File: config.mk
export PLATFORM = sky130hd
export DESIGN_NAME = reg_burst_master
export DESIGN_NICKNAME = d
export VERILOG_FILES = /design/src/rtl/reg_master_pkg.sv /design/src/rtl/reg_burst_addr_gen.sv /design/src/rtl/reg_burst_master.sv
export SDC_FILE = /design/constraint.sdc
export NUM_CORES = 1
export LEC_CHECK = 0
export CORE_ASPECT_RATIO = 0.75
export CORE_MARGIN = 4
export CORE_UTILIZATION = 25
export CTS_BUF_LIST = sky130_fd_sc_hd__clkbuf_4 sky130_fd_sc_hd__clkbuf_8 sky130_fd_sc_hd__clkbuf_16
export CTS_CLUSTER_DIAMETER = 50
export DETAILED_ROUTE_END_ITERATION = 16
export DONT_BUFFER_PORTS = 1
export HOLD_SLACK_MARGIN = 0.08
export PLACE_DENSITY_LB_ADDON = 0.05
export SLEW_MARGIN = 20
export SYNTH_ARGS = -nofsm -noshare
export SYNTH_HDL_FRONTEND = slang
export SYNTH_SLANG_ARGS = --single-unit
File: constraint.sdc
create_clock -name clk -period 3.45 [get_ports clk]
set_input_delay 0.8625 -clock clk [delete_from_list [all_inputs] [get_ports clk]]
set_output_delay 0.8625 -clock clk [all_outputs]
set_load 0.05 [all_outputs]
File: src/rtl/reg_master_pkg.sv
// reg_master_pkg: state encoding and register-port op codes shared by the burst master.
package reg_master_pkg;
  typedef enum logic [2:0] {IDLE, WR_WAIT, WR_ISSUE, RD_ISSUE, RD_RESP, FIN} state_e;
  localparam logic OP_READ  = 1'b0;
  localparam logic OP_WRITE = 1'b1;
endpackage

File: src/rtl/reg_burst_addr_gen.sv
// reg_burst_addr_gen: burst address register wrapping at DEPTH plus remaining-word down-counter.
module reg_burst_addr_gen #(
  parameter int REG_ADDR_BITS = 16,
  parameter int DEPTH         = 256,
  parameter int LEN_BITS      = 8
) (
  input  logic                     clk,
  input  logic                     rst_n,
  input  logic                     load_i,
  input  logic                     step_i,
  input  logic [REG_ADDR_BITS-1:0] addr_i,
  input  logic [LEN_BITS-1:0]      len_i,
  output logic [REG_ADDR_BITS-1:0] addr_o,
  output logic [REG_ADDR_BITS-1:0] next_addr_o,
  output logic                     last_o
);
  localparam logic [REG_ADDR_BITS-1:0] LAST_ADDR = REG_ADDR_BITS'(DEPTH - 1);
  logic [REG_ADDR_BITS-1:0] addr_q;
  logic [LEN_BITS-1:0]      rem_q;
  assign next_addr_o = (addr_q == LAST_ADDR) ? '0 : addr_q + 1'b1;
  assign addr_o      = addr_q;
  assign last_o      = rem_q == '0;
  always_ff @(posedge clk or negedge rst_n) begin
    if (!rst_n) begin
      addr_q <= '0;
      rem_q  <= '0;
    end else if (load_i) begin
      addr_q <= addr_i;
      rem_q  <= len_i;
    end else if (step_i) begin
      addr_q <= next_addr_o;
      rem_q  <= rem_q - 1'b1;
    end
  end
endmodule

File: src/rtl/reg_burst_master.sv
// reg_burst_master: sequences single/burst register-port accesses from a command channel,
// streaming write data in and read data out over valid/ready.
module reg_burst_master
  import reg_master_pkg::*;
#(
  parameter int WIDTH         = 16,
  parameter int REG_ADDR_BITS = 16,
  parameter int DEPTH         = 256,
  parameter int LEN_BITS      = 8
) (
  input  logic                     clk,
  input  logic                     rst_n,
  input  logic                     cmd_valid,
  output logic                     cmd_ready,
  input  logic                     cmd_write,
  input  logic [REG_ADDR_BITS-1:0] cmd_addr,
  input  logic [LEN_BITS-1:0]      cmd_len,
  input  logic                     wr_valid,
  output logic                     wr_ready,
  input  logic [WIDTH-1:0]         wr_data,
  output logic                     rd_valid,
  input  logic                     rd_ready,
  output logic [WIDTH-1:0]         rd_data,
  output logic                     busy,
  output logic                     done,
  output logic                     err,
  output logic                     reg_en,
  output logic                     reg_r_or_w,
  output logic [REG_ADDR_BITS-1:0] reg_addr,
  output logic [WIDTH-1:0]         reg_in,
  input  logic [WIDTH-1:0]         reg_out
);
  localparam logic [REG_ADDR_BITS:0] DEPTH_W = (REG_ADDR_BITS+1)'(DEPTH);
  state_e state_q;
  logic [REG_ADDR_BITS-1:0] addr, next_addr;
  logic last, cmd_fire, bad_addr, load, step;
  assign cmd_fire = state_q == IDLE && cmd_valid && cmd_ready;
  assign bad_addr = {1'b0, cmd_addr} >= DEPTH_W;
  assign load     = cmd_fire && !bad_addr;
  assign step     = !last && ((state_q == WR_ISSUE) || (state_q == RD_RESP && rd_ready));

  reg_burst_addr_gen #(.REG_ADDR_BITS(REG_ADDR_BITS), .DEPTH(DEPTH), .LEN_BITS(LEN_BITS)) u_addr_gen (
    .clk(clk), .rst_n(rst_n), .load_i(load), .step_i(step), .addr_i(cmd_addr), .len_i(cmd_len),
    .addr_o(addr), .next_addr_o(next_addr), .last_o(last)
  );

  // Port strobes default low each cycle so every access lasts exactly one cycle.
  always_ff @(posedge clk or negedge rst_n) begin
    if (!rst_n) begin
      state_q    <= IDLE;
      cmd_ready  <= 1'b0;
      wr_ready   <= 1'b0;
      rd_valid   <= 1'b0;
      rd_data    <= '0;
      busy       <= 1'b0;
      done       <= 1'b0;
      err        <= 1'b0;
      reg_en     <= 1'b0;
      reg_r_or_w <= OP_READ;
      reg_addr   <= '0;
      reg_in     <= '0;
    end else begin
      done       <= 1'b0;
      err        <= 1'b0;
      reg_en     <= 1'b0;
      reg_r_or_w <= OP_READ;
      reg_addr   <= '0;
      reg_in     <= '0;
      case (state_q)
        IDLE: begin
          cmd_ready <= !load;
          busy      <= load;
          err       <= cmd_fire && bad_addr;
          if (load && cmd_write) begin
            state_q  <= WR_WAIT;
            wr_ready <= 1'b1;
          end else if (load) begin
            state_q  <= RD_ISSUE;
            reg_en   <= 1'b1;
            reg_addr <= cmd_addr;
          end
        end
        WR_WAIT: if (wr_valid) begin
          state_q    <= WR_ISSUE;
          wr_ready   <= 1'b0;
          reg_en     <= 1'b1;
          reg_r_or_w <= OP_WRITE;
          reg_addr   <= addr;
          reg_in     <= wr_data;
        end
        WR_ISSUE: begin
          state_q  <= last ? FIN : WR_WAIT;
          done     <= last;
          wr_ready <= !last;
        end
        RD_ISSUE: begin
          state_q  <= RD_RESP;
          rd_valid <= 1'b1;
          rd_data  <= reg_out;
        end
        RD_RESP: if (rd_ready) begin
          state_q  <= last ? FIN : RD_ISSUE;
          rd_valid <= 1'b0;
          done     <= last;
          reg_en   <= !last;
          reg_addr <= last ? '0 : next_addr;
        end
        FIN: begin
          state_q   <= IDLE;
          busy      <= 1'b0;
          cmd_ready <= 1'b1;
        end
        default: state_q <= IDLE;
      endcase
    end
  end
endmodule

==> metrics list <==
* Result of the run: completed
- Yosys top cell area share: 0.525
* Number of design rule violations left after detail routing: 0
- Commonest cells in the netlist: 83 x sky130_fd_sc_hd__dfrtp_1, 26 x sky130_fd_sc_hd__nand2_1, 26 x sky130_fd_sc_hd__nor2_1
* DR pass1 iterations: 4
* Clock tree from TritonCTS: built
- RSZ-0062 raised after global routing: no
* Dominant delay contributor by cell family on the critical path: compound AO/OA/AOI/OAI gates
* Most numerous cell in the Yosys netlist: sky130_fd_sc_hd__dfrtp_1
- On the critical path, the stage with the largest delay is an instance of sky130_fd_sc_hd__a21oi_2.
* Largest net degree at the start of global routing: 84
* Number of distinct standard cells referenced by the synthesized netlist: 65
- # port buffers: 0
- Counting every sink on the clock net gives between 80 and 90.
- 0 antenna diodes ended up in the layout.
- Global routing finished with a remaining overflow of 0.
- First-pass GRT wire length: ~17000 um
- In this run the vertical extent of the chip is between 100 and 150 um.
* CP Data Required Time: ~3.7 ns
* Post-CTS Hold Buffers: 0
- In the final routed layout, each cell accounts on average for 19.4 um.
* Static Leak: approximately 1.8 nW
- Synthesis handed over a netlist of between 300 and 400 instances.
- Part of the cycle the worst path needs: 0.780
* Ys async rst share: 1.00
- From synthesis to final layout, the design area changed by 10.7%.
- Worst clock skew: 0.00779 ns
* Total clock buffers created by CTS: 9
* Sequential cell area fraction in the yosys report: 0.525
- Placement row count: 39
- The via count of the first global-routing pass came to about 2800.
- Die X-Extent: about 150 um
- Post-synthesis instance area: approximately 4000 um2
- After layout, the minimum clock period comes to around 2.7 ns.
* Worst-case hold slack: slightly above 0.2 ns
- Averaged over all synthesized cells, the footprint is between 10 and 15 um2.
- Number of ports placed on the die boundary: around 120
- Final-report hold violation count: 0
- Synthesis inferred 83 register bits.
* Count of fill cells added during filler insertion: roughly 1600
* Headroom to the max-slew limit: 0.471
- Number of H-tree branching levels: 3
* Count of maximum capacitance violations: 0
* Standard cell core area: between 15000 and 20000 um2
* Worst Setup Path Type: flop to flop
- Count of final setup violators: 0
- Synthesized netlist net count: 431
- Placement Setup Slack: 0.617 ns
- In this run the deepest clock path goes through 2 buffers.
* Clock Latency Late Sink: between 0.3 and 0.4 ns
* Antenna violations before repair: 0
- Setup TNS Final: 0 ns
- Combined global-route utilization of all metal layers: 0.128
- Crit path cell chain: inv_1, ha_1, or3b_2, or2_0, a21oi_2, a21oi_1, o221a_2
- The worst path meets setup with between 0.7 and 0.8 ns of slack.
- Buffers inserted by post-CTS timing repair: 0
- Once detail routing completed, the nets flagged for antenna violations numbered 0.
- Via/cell ratio: 4.89
- Via count of the routed design: around 2800
* EDFF count, synth: 0
- The total count of max-transition violations in the final report came to 0.
- Ranked by total cell area, the synthesized netlist is headed by sky130_fd_sc_hd__dfrtp_1 53%, sky130_fd_sc_hd__mux2_2 4.6%, sky130_fd_sc_hd__and2_1 3.0%, sky130_fd_sc_hd__o21ai_0 2.9%, sky130_fd_sc_hd__a221o_1 2.5%.
- For this design the ratio of total power to cell area is between 800 and 900 nW/um2.
* Type of element capturing the critical path: flop
- Actual transition at the worst max-transition pin: about 0.8 ns
- Clock edge transition at the registers on the reported setup and hold paths: approximately 0.07 ns
* CP arrival: approximately 2.9 ns
- In this run the worst hold path is classified as input port to asynchronous set/reset pin.
- Routed Wire Length: 11100 um
* Kind of start point of the critical path: flop
* Proportion of layout cells with a drive suffix above 1: 0.167
* Maximum net fanout on the critical path: 12
- Max frequency: between 300 and 400 MHz
* Number of nets in the layout: ~430
* Warnings, synthesis: 0
- In this design, the stage delay of the slowest critical-path cell is ~0.65 ns.
- Root cell of the clock tree: sky130_fd_sc_hd__clkbuf_16
- Detail Placement HPWL: ~7700 um
- The initial utilization of the core area, before any placement, comes to 0.257.
- Max VDD drop: 0.233 mV
- The floorplan step defined a die boundary enclosing 17900 um2.
* DRT iter0 DRCs: 103
- Routability-driven placement finished with a final weighted congestion of about 0.75.
- Buf+Inv Stages, Crit Path: 1
- Biggest area consumer among synthesized cells: sky130_fd_sc_hd__dfrtp_1
* CTS-repair resized insts: 0
* Prevailing post-synth register cell: sky130_fd_sc_hd__dfrtp_1
[cell families after synthesis]
group                    share of synthesized area
AO/OA/AOI/OAI                                0.151
XOR/XNOR                                    0.0199
adder cells (fa/ha/maj)                    0.00633
buffers and inverters                       0.0475
flip-flops                                   0.525
multiplexers                                0.0456
AND/OR/NAND/NOR                              0.204
[metrics by stage]
step           cells  power, mW   util  cell area (um2)
2_1_floorplan    367       2.48      -             3950
5_1_grt          571       3.77  0.285             4370
3_3_place_gp     555       2.64  0.266             4090
4_1_cts          571       3.61  0.285             4370
6_report         571       3.55  0.285             4370
3_5_place_dp     555       2.64  0.266             4090
[flip-flops by register name, indices dropped and copies added (netlist names)]
register           flops
reg_in                16
wr_ready               1
reg_en                 1
done                   1
reg_r_or_w             1
busy                   1
u_addr_gen.rem_q       8
rd_data               16
cmd_ready              1
rd_valid               1
u_addr_gen.addr_o     16
state_q                3
err                    1
reg_addr              16
[path summary, 6_finish.rpt]
path | from | end | slack, ns | cells after the start
hold / removal | rst_n | reg_addr[7] | 0.21 | 0
setup reg to reg | u_addr_gen.rem_q[0] | u_addr_gen.rem_q[3] | 0.76 | 7
max in group asynchronous | rst_n | u_addr_gen.addr_o[15] | 3.14 | 0
min in group clk | u_addr_gen.rem_q[6] | u_addr_gen.rem_q[6] | 0.54 | 1
setup / recovery | u_addr_gen.rem_q[0] | u_addr_gen.rem_q[3] | 0.76 | 7
hold reg to reg | u_addr_gen.rem_q[6] | u_addr_gen.rem_q[6] | 0.54 | 1
[area by class of cell]
class                           count  area, um2  share of cell area
Sequential cell                    83       2080               0.475
Multi-Input combinational cell    254       1690               0.386
Tap cell                          205        256              0.0586
Clock buffer                       10        233              0.0532
Clock inverter                      6       48.8              0.0112
Timing Repair Buffer                6       45.0              0.0103
Inverter                            7       26.3             0.00601
[metal layers]
layer | vias up | track usage | part of all wire
met5 | - | 0 | 0
met4 | 0 | 0.0404 | 0.0099
met3 | 8 | 0.0540 | 0.081
met2 | 101 | 0.180 | 0.40
met1 | 1359 | 0.178 | 0.51
li1 | 1326 | - | -
[power breakdown]
part / leakage, nW / switching (mW) / total [mW] / internal [mW]
clock network: 0.129 / 0.434 / 0.937 / 0.503
registers: 1.09 / 0.787 / 1.99 / 1.21
logic: 0.626 / 0.313 / 0.616 / 0.304
[cells in the final DEF (no fill, tap or decap), types with 4 or more instances in the layout]
cell type	Yosys	final
sky130_fd_sc_hd__a22oi_1	4	4
sky130_fd_sc_hd__mux2_2	16	16
sky130_fd_sc_hd__nand4_1	4	4
sky130_fd_sc_hd__clkbuf_16	0	9
sky130_fd_sc_hd__and2_1	19	19
sky130_fd_sc_hd__inv_1	7	7
sky130_fd_sc_hd__xor2_1	7	7
sky130_fd_sc_hd__buf_4	2	6
sky130_fd_sc_hd__a21oi_1	15	15
sky130_fd_sc_hd__nand3_1	13	13
sky130_fd_sc_hd__nand2_1	26	26
sky130_fd_sc_hd__nor3_1	16	16
sky130_fd_sc_hd__dfrtp_1	83	83
sky130_fd_sc_hd__or3_1	4	4
sky130_fd_sc_hd__nor2_1	26	26
sky130_fd_sc_hd__a221o_1	10	10
sky130_fd_sc_hd__o21ai_0	23	23
sky130_fd_sc_hd__o31ai_1	4	4
Note: power is estimated with default switching activity, not from simulation.
